[src/rtl/core_run_ctrl.sv]
// Run controller and self-check monitor for the single-cycle core: sequences
// the core reset, counts run cycles and ends the run with a single verdict.
module core_run_ctrl #(
    parameter int               WIDTH        = 32,
    parameter int               CNT_W        = 16,
    parameter int               RESET_CYCLES = 2,
    parameter int               MAX_CYCLES   = 100,
    parameter logic [WIDTH-1:0] MAILBOX_ADDR = 32'h0000_00FC,
    parameter logic [WIDTH-1:0] PASS_VALUE   = 32'h0000_0001,
    parameter int               HANG_CYCLES  = 8
) (
    input  logic             clk,
    input  logic             rst,
    input  logic [WIDTH-1:0] pc,
    input  logic             mem_we,
    input  logic [WIDTH-1:0] mem_addr,
    input  logic [WIDTH-1:0] mem_wdata,
    output logic             core_rst,
    output logic             running,
    output logic             done,
    output logic             pass,
    output logic             fail,
    output logic             hang,
    output logic             timeout,
    output logic [CNT_W-1:0] cycle_count,
    output logic [WIDTH-1:0] status_data
);

    localparam int               RST_W    = (RESET_CYCLES > 1) ? $clog2(RESET_CYCLES) : 1;
    localparam logic [RST_W-1:0] RST_LAST = RST_W'(RESET_CYCLES - 1);
    localparam logic [CNT_W-1:0] MAX_LIM  = CNT_W'(MAX_CYCLES);
    localparam logic [CNT_W-1:0] HANG_LIM = CNT_W'(HANG_CYCLES);
    localparam logic             HANG_EN  = (HANG_CYCLES != 0);

    typedef enum logic [1:0] {
        ST_RESET = 2'd0,
        ST_RUN   = 2'd1,
        ST_DONE  = 2'd2
    } state_t;

    state_t           state_r;
    logic [RST_W-1:0] rst_cnt_r;
    logic [CNT_W-1:0] stall_cnt_r;
    logic             pc_valid_r;
    logic [WIDTH-1:0] last_pc_r;

    logic [CNT_W-1:0] cnt_inc_s;
    logic [CNT_W-1:0] stall_inc_s;
    logic             pc_same_s;
    logic             mbox_hit_s;
    logic             hang_hit_s;
    logic             tmo_hit_s;

    // Terminating-event decode for the current RUN cycle
    always_comb begin
        cnt_inc_s  = cycle_count + CNT_W'(1);
        pc_same_s  = pc_valid_r && (pc == last_pc_r);
        if (pc_same_s) begin
            stall_inc_s = stall_cnt_r + CNT_W'(1);
        end else begin
            stall_inc_s = {CNT_W{1'b0}};
        end
        mbox_hit_s = mem_we && (mem_addr == MAILBOX_ADDR);
        hang_hit_s = HANG_EN && pc_same_s && (stall_inc_s == HANG_LIM);
        tmo_hit_s  = (cnt_inc_s == MAX_LIM);
    end

    // Run-control FSM with all outputs registered
    always_ff @(posedge clk) begin
        if (rst) begin
            state_r     <= ST_RESET;
            core_rst    <= 1'b1;
            running     <= 1'b0;
            done        <= 1'b0;
            pass        <= 1'b0;
            fail        <= 1'b0;
            hang        <= 1'b0;
            timeout     <= 1'b0;
            cycle_count <= {CNT_W{1'b0}};
            status_data <= {WIDTH{1'b0}};
            rst_cnt_r   <= {RST_W{1'b0}};
            stall_cnt_r <= {CNT_W{1'b0}};
            pc_valid_r  <= 1'b0;
            last_pc_r   <= {WIDTH{1'b0}};
        end else begin
            case (state_r)
                ST_RESET: begin
                    core_rst <= 1'b1;
                    running  <= 1'b0;
                    done     <= 1'b0;
                    if (rst_cnt_r == RST_LAST) begin
                        state_r  <= ST_RUN;
                        core_rst <= 1'b0;
                        running  <= 1'b1;
                    end else begin
                        rst_cnt_r <= rst_cnt_r + RST_W'(1);
                    end
                end
                ST_RUN: begin
                    last_pc_r   <= pc;
                    pc_valid_r  <= 1'b1;
                    stall_cnt_r <= stall_inc_s;
                    cycle_count <= cnt_inc_s;
                    // Mailbox beats hang beats timeout, so only one flag is ever set
                    if (mbox_hit_s) begin
                        status_data <= mem_wdata;
                        pass        <= (mem_wdata == PASS_VALUE);
                        fail        <= (mem_wdata != PASS_VALUE);
                    end else if (hang_hit_s) begin
                        hang <= 1'b1;
                    end else if (tmo_hit_s) begin
                        timeout <= 1'b1;
                    end else begin
                        status_data <= status_data;
                    end
                    if (mbox_hit_s || hang_hit_s || tmo_hit_s) begin
                        state_r  <= ST_DONE;
                        core_rst <= 1'b1;
                        running  <= 1'b0;
                        done     <= 1'b1;
                    end else begin
                        core_rst <= 1'b0;
                        running  <= 1'b1;
                    end
                end
                ST_DONE: begin
                    core_rst <= 1'b1;
                    running  <= 1'b0;
                    done     <= 1'b1;
                end
                default: begin
                    state_r     <= ST_RESET;
                    core_rst    <= 1'b1;
                    running     <= 1'b0;
                    done        <= 1'b0;
                    pass        <= 1'b0;
                    fail        <= 1'b0;
                    hang        <= 1'b0;
                    timeout     <= 1'b0;
                    cycle_count <= {CNT_W{1'b0}};
                    status_data <= {WIDTH{1'b0}};
                    rst_cnt_r   <= {RST_W{1'b0}};
                    stall_cnt_r <= {CNT_W{1'b0}};
                    pc_valid_r  <= 1'b0;
                end
            endcase
        end
    end

endmodule

[config.mk]
export PLATFORM = sky130hd
export DESIGN_NAME = core_run_ctrl
export DESIGN_NICKNAME = d
export VERILOG_FILES = /design/src/rtl/core_run_ctrl.sv
export SDC_FILE = /design/constraint.sdc
export NUM_CORES = 1
export LEC_CHECK = 0
export BUFFER_PORTS_ARGS = -buffer_cell sky130_fd_sc_hd__buf_2
export CORE_MARGIN = 3
export CORE_UTILIZATION = 52
export CTS_CLUSTER_DIAMETER = 30
export CTS_CLUSTER_SIZE = 30
export DETAILED_ROUTE_END_ITERATION = 10
export PLACE_DENSITY = 0.8
export SYNTH_ARGS = -nofsm -noshare
export SYNTH_HDL_FRONTEND = slang
export SYNTH_SLANG_ARGS = --single-unit
[constraint.sdc]
create_clock -name clk -period 3.2 [get_ports clk]
set_input_delay 0.16 -clock clk [delete_from_list [all_inputs] [get_ports clk]]
set_output_delay 0.16 -clock clk [all_outputs]
set_load 0.03 [all_outputs]
### Yosys cells after proc, flatten, opt, wreduce, memory -nomap -nowiden

Index checks and enable logic that the tools add are counted.

* equality and inequality tests: 15
* reduce and logical (&&, ||, !) cells: 12
* add/sub/neg operators: 3
* multiplexer cells: 30
* bitwise operators: 2

Operators by type and width (count)
* $pmux W16 S2: 2
* $pmux W32 S2: 1
* $add A16 B1 Y16 const B: 2
* $eq A32 B1 Y1 const B: 1
* $eq A32 B32 Y1: 1
* $eq A32 B8 Y1 const B: 1
* $mux W32: 1
* $ne A32 B1 Y1 const B: 1
* $pmux W1 S2: 9
* $eq A16 B4 Y1 const B: 1
* $eq A16 B7 Y1 const B: 1
* $mux W16: 1
* $ne A2 B2 Y1 const B: 7
* $mux W1: 13
* $pmux W2 S3: 1
* $reduce_and A3 Y1: 2
* $mux W2: 2
* $reduce_and A4 Y1: 1
* $reduce_or A2 Y1: 2
* $logic_and A1 B1 Y1: 3
* $eq A2 B1 Y1 const B: 1
* $eq A2 B2 Y1 const B: 1
* $logic_not A2 Y1: 1
* $logic_or A1 B1 Y1: 2
* 3 further kinds: 4

* logic and storage cells: 76
* bits in registers: 107
* output and inout port bits: 55
* input bits: 99

### Depth between registers and ports, before layout

* depth after elaboration: 9
* depth in mapped cells: 9
* mapped depth without buffers: 8

### Least setup slack after synthesis

No wires, ideal clock.

* kind: reg2reg
* from: reg stall_cnt_r[3]
* to: reg state_r[0]
* library setup time: 103 ps
* period minus slack after synthesis: 2590 ps
* buffers on the path: 2
* stages on the path, launching flop included: 10
* path slack: 610 ps
* data required time: 3097 ps
* arrival: 2487 ps
* cell sequence: dfxtp_1 buf_2 and4_4 or4b_1 buf_2 or3_4 o211ai_2 nor4_2 or3_4 a2111oi_2

* word-level cells in the longest chain between the ends: 8

RTL lines
* from (decl): RTL line 43 `logic [CNT_W-1:0] stall_cnt_r;`
* from (signal assigned): RTL line 82 `stall_cnt_r <= {CNT_W{1'b0}};`
* from (signal assigned): RTL line 102 `stall_cnt_r <= stall_inc_s;`
* from (signal assigned): RTL line 143 `stall_cnt_r <= {CNT_W{1'b0}};`
* $add A16 B1 Y16: RTL line 59 `stall_inc_s = stall_cnt_r + CNT_W'(1);`
* $mux W16: RTL line 58 `if (pc_same_s) begin`
* $eq A16 B4 Y1: RTL line 64 `hang_hit_s = HANG_EN && pc_same_s && (stall_inc_s == HANG_LIM);`
* $logic_and A1 B1 Y1: RTL line 64
* $logic_or A1 B1 Y1 (2 in series): RTL line 116 `if (mbox_hit_s || hang_hit_s || tmo_hit_s) begin`
* $ne A2 B2 Y1 (no line)
* $reduce_and A3 Y1 (no line)
* to (signal assigned): RTL line 92 `state_r <= ST_RUN;`
* to (signal assigned): RTL line 117 `state_r <= ST_DONE;`
* to (signal assigned): RTL line 132 `state_r <= ST_RESET;`
* to (decl): RTL line 41 `state_t state_r;`

Every way passes these cells.
A chain may end at the register's enable or synchronous reset.

### Final worst setup path

* from: reg stall_cnt_r[0]
* to: reg state_r[0]

The elaborated chain is that of the path after synthesis.

==> results.yml <==
global_routing:
  grt_max_degree: 72
  grt_pass1_vias: 4909
  grt-busiest-layer: "met2"
  grt_use_met1_pct: 30.4
  gr-usage-met3_pct: 6.86
  grt_use_total_pct: 24.5
  grt_overflow_total: 0
  grtUsageMet2_pct: 40.9
  grt_pass1_wl_um: 22700
  antenna_found_initial: 0
worst_setup_path:
  worstSetupPathType: "reg2reg"
  r2r-end: "state_r[0]"
  reg2reg_depth: 7
  worstPathCellList: "ha_1, nand4_1, nor4_1, a31oi_1, nor4_2, nor4_1, a2111oi_2"
  r2r_start: "stall_cnt_r[0]"
  crit_family: "simple AND/OR/NAND/NOR gates"
  cp_num_cells: 7
  cp-endpoint: "state_r[0]"
  cpPeakStageDelay_ns: 0.63
  path_max_fanout: 7
  worst-path-buf-inv: 0
  start_kind: "register"
  crit_slowest_cell: "nor4_1"
  cp_common_cell: "nor4_1"
  worstPathArrival_ns: 3.21
  worst-r2r-setup-slack_ns: 0.26
  end_kind: "register"
  critPathLaunch: "stall_cnt_r[0]"
  cp.required_ns: 3.47
synth:
  syn_inst: 603
  synth_edf_count: 0
  synth_cell_types: 54
  synth_async_sr_flop_share_pct: 0
  ys_ff_latch: 107
  syn_nets: 707
  ys.warnings.count: 0
  avgSynthCellArea_um2: 8.58
  seq_area_frac_synth_pct: 41.4
  syn-cell-area_mm2: 0.00518
  synth_flop_cell: "dfxtp_1"
die:
  die_w_um: 106
  pin_count: 154
  dieHeight_um: 106
  row_count: 35
  core_area_mm2: 0.00946
  start_util_pct: 54.7
  die-area_mm2: 0.0112
place:
  place_congestion: 0.893
  dpl_worst_slack_ns: 0.379
  io_buffers: 153
  post-dp-hpwl_um: 9650
  numPlacedInstances: 850
finish:
  drive_above_1_share_pct: 25.8
  area_growth_pct: 19.9
  antennaDiodeCount: 0
  final_nets: 836
  final_common_cell: "buf_2"
  mostFrequentLayoutCells: "buf_2 (152), nor2_1 (111), dfxtp_1 (107)"
  final.fill_count: 820
  finalNonFillerCells: 866
run_status:
  status: "finished clean"
timing:
  min_period_over_period_pct: 91.8
  fin_worst_skew_ns: 0.0113
  drv_slew: 0
  finalSetupViolCount: 0
  hold_viol: 0
  min_period_ns: 2.94
  setup_slack_ns: 0.264
  tightest_slew_ns: 0.822
  setup_tns_ns: 0
  clock.fmax_mhz: 341
  relSlewSlack_pct: 44.8
  rsz0062_at_grt: "no"
detailed_routing:
  wl_per_cell_um: 15.5
  dr.pass1.iters: 6
  vias: 4959
  drt_iter0_drc: 379
  vias_per_cell: 5.73
  ant_nets: 0
  drc: 0
  wl_um: 13500
clocking:
  clkSlewWorstSetupHoldPaths_ns: 0.11
  cts.htree.levels: 3
  clockBufferDepth: 2
  cts_hold_buf: 0
  tritoncts: "built"
  root_buffer: "clkbuf_8"
  clock-sinks: 107
  insertion_delay_ns: 0.38
  cts_buffers: 9
flow_run:
  cap_violations: 0
power:
  peakVddDrop_mv: 0.353
  leakagePower_nw: 2.49
  power_density_mw_per_mm2: 547
  power_mw: 3.39
min_path:
  hold_class: "in2reg"
[how the worst min path moves through the flow]
| stage | from | to | slack [ns] | cells after the start |
|---|---|---|---|---|
| after floorplan | pc[8] | last_pc_r[8] | 0.31 | 2 |
| after global placement | mem_wdata[20] | status_data[20] | 0.41 | 3 |
| after detailed placement | mem_wdata[28] | status_data[28] | 0.42 | 3 |
| after CTS | mem_wdata[28] | status_data[28] | 0.03 | 3 |
| after global routing | mem_wdata[25] | status_data[25] | 0.02 | 3 |
| final | mem_wdata[4] | status_data[4] | 0.03 | 3 |
[through the flow]
stage	utilization [%]	cell area, um^2	hold slack (ns)
floorplan	-	5180	0.307
global placement	63.4	6000	0.411
detailed placement	63.4	6000	0.422
CTS	65.5	6200	0.0264
global route	65.6	6200	0.0204
finish	65.6	6200	0.0304
[area by class of cell]
class,instances,area (um^2),share of cell area (%)
multi-input combinational,446,2850,45.9
inverter,9,33.8,0.544
timing repair buffer,159,813,13.1
clock inverter,7,80.1,1.29
tap,129,161,2.60
sequential,107,2140,34.5
clock buffer,9,124,2.00
[cells in the mapped netlist, types with 3 or more instances]
master / number / area, um^2
nor2_1: 112 / 420
dfxtp_1: 107 / 2140
a22oi_1: 44 / 330
mux2i_1: 41 / 410
nand2_1: 34 / 128
xnor2_1: 31 / 272
clkbuf_1: 30 / 113
nor3_1: 22 / 110
a21oi_1: 20 / 100
nor4_1: 18 / 113
nand4_1: 16 / 100
nand3_1: 10 / 50.1
o21ai_0: 10 / 50.1
inv_1: 8 / 30.0
xor2_1: 8 / 70.1
a311oi_1: 7 / 61.3
a31oi_1: 7 / 43.8
buf_1: 6 / 22.5
and4_1: 5 / 43.8
ha_1: 5 / 62.6
nor4b_1: 5 / 43.8
o311a_1: 5 / 50.1
a21o_1: 4 / 30.0
nand2b_1: 4 / 25.0
or4_1: 4 / 30.0
buf_2: 3 / 15.0
nand3b_1: 3 / 22.5
or2_2: 3 / 18.8
[worst reg2reg max path, delay by kind of cell (launching register included)]
kind	cells	cell delay [ns]
simple gates	4	1.58
compound gates	2	0.49
flops	1	0.46
fa+ha+maj	1	0.30
[timing repair]
item,in CTS,in global routing
buffers inserted,0,0
resized for setup,0,1
endpoints found under the setup margin,0,1
[per-layer routing]
metal | vias up | wire length, um
li1 | 2434 | -
met1 | 2327 | 5600
met2 | 175 | 6690
met3 | 23 | 907
met4 | 0 | 265
met5 | - | 0
[logic make-up after synthesis]
logic type	share of synthesized area (%)
mux	8.15
buf+inv	3.75
fa+ha+maj	1.21
flops	41.4
compound gates	14.9
xor+xnor	6.60
simple gates	24.1
[registers in the layout (all words and copies together), names as in the netlist, 2 cells and up]
register,cells
status_data,32
last_pc_r,32
cycle_count,16
stall_cnt_r,16
state_r,2
[power by group]
group | switching, mW | internal [mW]
clock | 0.493 | 0.373
sequential | 0.0894 | 1.45
combinational | 0.602 | 0.384
total | 1.18 | 2.21
No activity file was read; power rests on OpenSTA's default activity.
